<file path="src/rtl/async_rx_pkg.sv">
// Shared definitions for the oversampling async receiver: parity modes, FSM states
// and the frame-length helper.
package async_rx_pkg;

  localparam int unsigned PARITY_NONE = 0;
  localparam int unsigned PARITY_EVEN = 1;
  localparam int unsigned PARITY_ODD  = 2;

  typedef enum logic [2:0] {
    StIdle,
    StStart,
    StData,
    StParity,
    StStop
  } rx_state_e;

  // Start bit + payload + optional parity + stop bits.
  function automatic int unsigned frame_bits(input int unsigned data_bits,
                                             input int unsigned parity_mode,
                                             input int unsigned stop_bits);
    return 1 + data_bits + ((parity_mode != PARITY_NONE) ? 1 : 0) + stop_bits;
  endfunction

endpackage

</file>
<file path="src/rtl/async_rx_sampler.sv">
// Line synchronizer, falling-edge detect, per-bit sample counter and 3-sample
// majority voter around the bit centre.
module async_rx_sampler #(
  parameter int unsigned OVERSAMPLE = 8
) (
  input  logic clk,
  input  logic rst,
  input  logic d,
  input  logic run,
  output logic ds,
  output logic fall_edge,
  output logic bit_val,
  output logic vote_strobe,
  output logic bit_end
);

  localparam int unsigned SW = $clog2(OVERSAMPLE);
  localparam logic [SW-1:0] SLast = SW'(OVERSAMPLE - 1);
  localparam logic [SW-1:0] SMid  = SW'(OVERSAMPLE / 2);

  logic          sync1_q, ds_q, ds_prev_q;
  logic          v0_q, v1_q;
  logic [SW-1:0] s_q;

  // Sync flops reset high so the idle line shows no edge when reset releases.
  always_ff @(posedge clk or posedge rst) begin
    if (rst) begin
      sync1_q   <= 1'b1;
      ds_q      <= 1'b1;
      ds_prev_q <= 1'b1;
      s_q       <= '0;
      v0_q      <= 1'b0;
      v1_q      <= 1'b0;
    end else begin
      sync1_q   <= d;
      ds_q      <= sync1_q;
      ds_prev_q <= ds_q;
      if (!run || s_q == SLast) s_q <= '0;
      else                      s_q <= s_q + 1'b1;
      if (s_q == SMid - 1'b1) v0_q <= ds_q;
      if (s_q == SMid)        v1_q <= ds_q;
    end
  end

  assign ds          = ds_q;
  assign fall_edge   = !ds_q && ds_prev_q;
  // Third sample is taken live at the vote edge.
  assign bit_val     = (v0_q & v1_q) | (v0_q & ds_q) | (v1_q & ds_q);
  assign vote_strobe = run && (s_q == SMid + 1'b1);
  assign bit_end     = run && (s_q == SLast);

endmodule

</file>
<file path="src/rtl/async_receiver_os.sv">
// Oversampling async receiver: frame FSM, payload shift register, error flags and
// Valid/Ack handshake toward the consumer.
module async_receiver_os
  import async_rx_pkg::*;
#(
  parameter int unsigned DATA_BITS   = 6,
  parameter int unsigned PARITY_MODE = 2,
  parameter int unsigned STOP_BITS   = 1,
  parameter int unsigned STOP_LEVEL  = 1,
  parameter int unsigned OVERSAMPLE  = 8
) (
  input  logic                 Clk,
  input  logic                 Rst,
  input  logic                 D,
  input  logic                 Ack,
  output logic [DATA_BITS-1:0] Dout,
  output logic                 Valid,
  output logic                 Ready,
  output logic                 ParityError,
  output logic                 FrameError,
  output logic                 Overrun
);

  localparam int unsigned FrameBits = frame_bits(DATA_BITS, PARITY_MODE, STOP_BITS);
  localparam int unsigned BW = $clog2(FrameBits);
  localparam logic [BW-1:0] LastData = BW'(DATA_BITS - 1);
  localparam logic [BW-1:0] LastStop = BW'(STOP_BITS - 1);
  localparam logic OddPar  = (PARITY_MODE == PARITY_ODD);
  localparam logic StopLvl = STOP_LEVEL[0];

  rx_state_e            state_q;
  logic [BW-1:0]        b_q;
  logic [DATA_BITS-1:0] shreg_q, dout_q;
  logic                 par_flag_q, frm_flag_q;
  logic                 valid_q, ready_q, perr_q, ferr_q, ovr_q;
  logic                 ds, fall_edge, bit_val, vote_strobe, bit_end;

  async_rx_sampler #(
    .OVERSAMPLE(OVERSAMPLE)
  ) u_sampler (
    .clk        (Clk),
    .rst        (Rst),
    .d          (D),
    .run        (state_q != StIdle),
    .ds         (ds),
    .fall_edge  (fall_edge),
    .bit_val    (bit_val),
    .vote_strobe(vote_strobe),
    .bit_end    (bit_end)
  );

  always_ff @(posedge Clk or posedge Rst) begin
    if (Rst) begin
      state_q    <= StIdle;
      b_q        <= '0;
      shreg_q    <= '0;
      dout_q     <= '0;
      par_flag_q <= 1'b0;
      frm_flag_q <= 1'b0;
      valid_q    <= 1'b0;
      ready_q    <= 1'b1;
      perr_q     <= 1'b0;
      ferr_q     <= 1'b0;
      ovr_q      <= 1'b0;
    end else begin
      if (Ack && valid_q) begin
        valid_q <= 1'b0;
        perr_q  <= 1'b0;
        ferr_q  <= 1'b0;
        ovr_q   <= 1'b0;
      end
      unique case (state_q)
        StIdle: begin
          if (fall_edge && !ds) begin
            state_q    <= StStart;
            ready_q    <= 1'b0;
            par_flag_q <= 1'b0;
            frm_flag_q <= 1'b0;
          end
        end
        StStart: begin
          if (vote_strobe && bit_val) begin
            state_q <= StIdle;
            ready_q <= 1'b1;
          end else if (bit_end) begin
            state_q <= StData;
            b_q     <= '0;
          end
        end
        StData: begin
          if (vote_strobe) begin
            for (int i = 0; i < int'(DATA_BITS); i++) begin
              if (b_q == BW'(i)) shreg_q[i] <= bit_val;
            end
          end
          if (bit_end) begin
            if (b_q == LastData) begin
              b_q     <= '0;
              state_q <= (PARITY_MODE != PARITY_NONE) ? StParity : StStop;
            end else begin
              b_q <= b_q + 1'b1;
            end
          end
        end
        StParity: begin
          if (vote_strobe && (bit_val != (^shreg_q ^ OddPar))) par_flag_q <= 1'b1;
          if (bit_end) begin
            state_q <= StStop;
            b_q     <= '0;
          end
        end
        StStop: begin
          if (bit_end && b_q != LastStop) b_q <= b_q + 1'b1;
          if (vote_strobe) begin
            if (bit_val != StopLvl) frm_flag_q <= 1'b1;
            // Complete at the last stop-bit vote so the next start edge is not missed.
            if (b_q == LastStop) begin
              state_q <= StIdle;
              ready_q <= 1'b1;
              b_q     <= '0;
              dout_q  <= shreg_q;
              valid_q <= 1'b1;
              perr_q  <= par_flag_q;
              ferr_q  <= frm_flag_q | (bit_val != StopLvl);
              ovr_q   <= valid_q && !Ack;
            end
          end
        end
        default: state_q <= StIdle;
      endcase
    end
  end

  assign Dout        = dout_q;
  assign Valid       = valid_q;
  assign Ready       = ready_q;
  assign ParityError = perr_q;
  assign FrameError  = ferr_q;
  assign Overrun     = ovr_q;

endmodule

</file>
<file path="config.mk">
export PLATFORM = sky130hd
export DESIGN_NAME = async_receiver_os
export DESIGN_NICKNAME = d
export VERILOG_FILES = /design/src/rtl/async_rx_pkg.sv /design/src/rtl/async_rx_sampler.sv /design/src/rtl/async_receiver_os.sv
export SDC_FILE = /design/constraint.sdc
export NUM_CORES = 1
export LEC_CHECK = 0
export CAP_MARGIN = 0
export CORE_ASPECT_RATIO = 1.1
export CORE_UTILIZATION = 30
export CTS_BUF_LIST = sky130_fd_sc_hd__clkbuf_8
export DETAILED_ROUTE_END_ITERATION = 10
export PLACE_DENSITY = 0.47
export SLEW_MARGIN = 20
export SYNTH_ARGS = -nofsm -noshare
export SYNTH_HDL_FRONTEND = slang
export SYNTH_HIERARCHICAL = 1
export SYNTH_SLANG_ARGS = --single-unit
</file>
<file path="constraint.sdc">
create_clock -name Clk -period 2.9 [get_ports Clk]
set_clock_uncertainty 0.15 [all_clocks]
set_input_delay 0.58 -clock Clk [delete_from_list [all_inputs] [get_ports Clk]]
set_output_delay 0.58 -clock Clk [all_outputs]
set_load 0.01 [all_outputs]
</file>
==> results.md <==
* Worst slew pin tran at 0.4931 ns
* Die ar. at 6641 µm²
* TNS Setup at 0 ns
* Met2 Usage GRT at 19.87%
* Asr flop ratio synth at 100.0%
* DRC errors left at 0
* Nets at 203
* CTS tree: built
* Fin cells at 271
* DR WL/cell at 13.24 µm
* WHS Path Cells at 0
* Hold crit path type: reg -> reg
* Gr usage total at 12.17%
* RSZ-0062 raised after global routing: false
* Initial antenna violation count at 0
* CP Data Required Time at 2.91 ns
* Share of layout cells above drive strength 1 at 15.71%
* Register bit total from synthesis at 34
* Post_cts resized at 0
* Reg2reg start: state_q[1]
* Synthesized Nets at 188
* Hpwl dp at 2627 µm
* GR peak layer: met2
* FILL cells at 612
* Commonest non-fill, non-tap cell in the layout: dfrtp_1
* Drt initial violations at 38
* DR vias/cell at 4.775
* IO Pins at 15
* Fmax at 425.2 MHz
* Vias at 1,294
* Htree depth at 2
* Mean post-synth cell area at 10.83 µm²
* Ys Warns at 6
* CTS Buffer Depth at 2
* Worst Setup End Kind: register
* Worst EP arrival at 2.37 ns
* Chip height at 85.37 µm
* Max-slew violation count at 0
* CP startpoint: state_q[1]
* Max FO, Critical Path at 13
* R2R Setup Slk at 0.55 ns
* First-pass GRT wire length at 6265 µm
* I/O Buffers at 14
* Area of the core at 6118 µm²
* Mapped Cells at 175
* Pre-CTS setup slack at 0.5647 ns
* # hold bufs at CTS at 0
* Clock Tree Root: clkbuf_8
* Number of enable flip-flop cells after synthesis at 0
* Met1 GRT Util at 15.18%
* # diodes at 0
* Slew HR at 67.13%
* Max Cap Violations at 0
* Final Cell Area at 2192 µm²
* Total CTS buffers at 5
* Final setup vio count at 0
* Largest net degree at the start of global routing at 27
* Starting Density at 30.98%
* Setup Crit Path Kind: reg -> reg
* CP Launch Type: register
* Crit share post-route at 81.11%
* Placed insts at 263
* Worst setup margin at 0.5479 ns
* WHS Endpoint: u_sampler/ds
* Final WL at 3589 µm
* Worst hold start: u_sampler/sync1_q
* Min cycle time layout at 2.352 ns
* Most used DFF post-synth: dfrtp_1
* Post-CTS Setup Bufs at 0
* 1st-pass router iterations at 4
* Total leakage power at 0.9771 nW
* Post-synthesis cell type count at 49
* Status: finished, final reports clean
* Final Hold Vio Count at 0
* Synth-to-layout area growth at 15.64%
* Grt ovf at 0
* Met3 usage at 3.011%
* Placed Area at 2101 µm²
* Worst VDD drop at 200.7 µV
* Die width at 77.79 µm
* Final ANT Viol Nets at 0
* # clock sinks at 34
* Sequential cell area fraction in the yosys report at 45.15%
* Clk slew on worst S/H paths at 0.07 ns
* Cell area after synthesis at 1896 µm²
* Rows at 30
* GP Congestion at 0.7622
* Commonest cells after routing, fill and taps aside: dfrtp_1, inv_1, clkdlybuf4s50_1
* Vias in the first global route at 1,277
* PwrDens at 627.3 nW/µm²
* Worst skew pair latency at 0.28 ns
* Reg2reg end: Dout[5]
* Reg2Reg Depth at 5
==> routing by layer <==
metal	part of all wire (%)	up-vias
met2	49	19
met1	47	627
met4	1.8	0
met5	0	-
met3	2.5	7
li1	-	641
==> area by class of cell <==
cell class                      instances  area, µm²  area share, %
Clock buffer                            6      82.58          3.767
Clock inverter                          2      8.758         0.3995
Inverter                               14      52.55          2.397
Multi-Input combinational cell        118      929.6          42.41
Sequential cell                        34      855.8          39.04
Tap cell                               80      100.1          4.566
Timing Repair Buffer                   17      162.7          7.420
==> where the power goes <==
group | internal, W | switching [W] | leakage (nW) | total (W)
clock | 0.000188 | 0.000166 | 0.0524 | 0.000354
combinational | 0.000173 | 0.000240 | 0.479 | 0.000413
sequential | 0.000548 | 0.0000612 | 0.446 | 0.000609
total | 0.000908 | 0.000467 | 0.977 | 0.00138
==> state kept, by name, indices dropped and copies added (netlist names), 3 cells and up <==
register       flops
b_q                4
state_q            3
Dout               6
u_sampler/s_q      3
shreg_q            6
==> worst max-delay path: stages (launching register included) <==
cell	delay (ns)
dfrtp_1	0.52
or3_1	0.46
and3_2	0.30
and4bb_4	0.25
nand4_4	0.20
mux2_1	0.35
==> Yosys cell counts (all sizes together), types with 2 or more instances <==
library cell  number  share of area, %
a21oi              7               2.0
a31oi              3              0.99
and2               2              0.66
and3               2              0.73
buf                7               2.6
clkbuf             2              0.40
dfrtp             30                40
dfstp              4               5.5
ha                 9               5.9
inv               14               2.8
mux2              14               9.7
mux2i              2               1.1
nand2             10               2.0
nand2b             6               2.0
nand3              8               2.1
nand3b             2              0.79
nor2               7               1.4
nor2b              2              0.66
nor3               2              0.79
nor3b              3               1.2
o21ai             12               3.2
o22ai              2              0.66
o31ai              3               1.2
xnor2              4               1.8
xor2               2              0.92
==> cell families (layout without fill, tap and decap cells) <==
logic type	after synthesis	count (layout)	synth area share, %
flip-flops	34	34	45.15
adder cells (fa/ha/maj)	10	10	6.469
buffers and inverters	23	39	5.809
XOR/XNOR	6	6	2.772
multiplexers	16	16	10.76
AO/OA/AOI/OAI	34	34	11.55
AND/OR/NAND/NOR	52	52	17.49
==> how the worst max path moves through the flow <==
stage                    to  slack, ns
floorplan           Dout[0]       0.52
global placement    Dout[4]       0.66
detailed placement  Dout[5]       0.56
CTS                 Dout[5]       0.56
global route        Dout[5]       0.41
finish              Dout[5]       0.55
==> through the flow <==
stage	utilization [%]	total power, W	hold slack (ns)
floorplan	-	0.0009321	0.1952
global placement	34.34	0.001025	0.1960
detailed placement	34.34	0.001033	0.1997
CTS	35.83	0.001394	0.2097
global route	35.83	0.001474	0.2168
finish	35.83	0.001375	0.2095
Power figures use the tool's default switching activity.
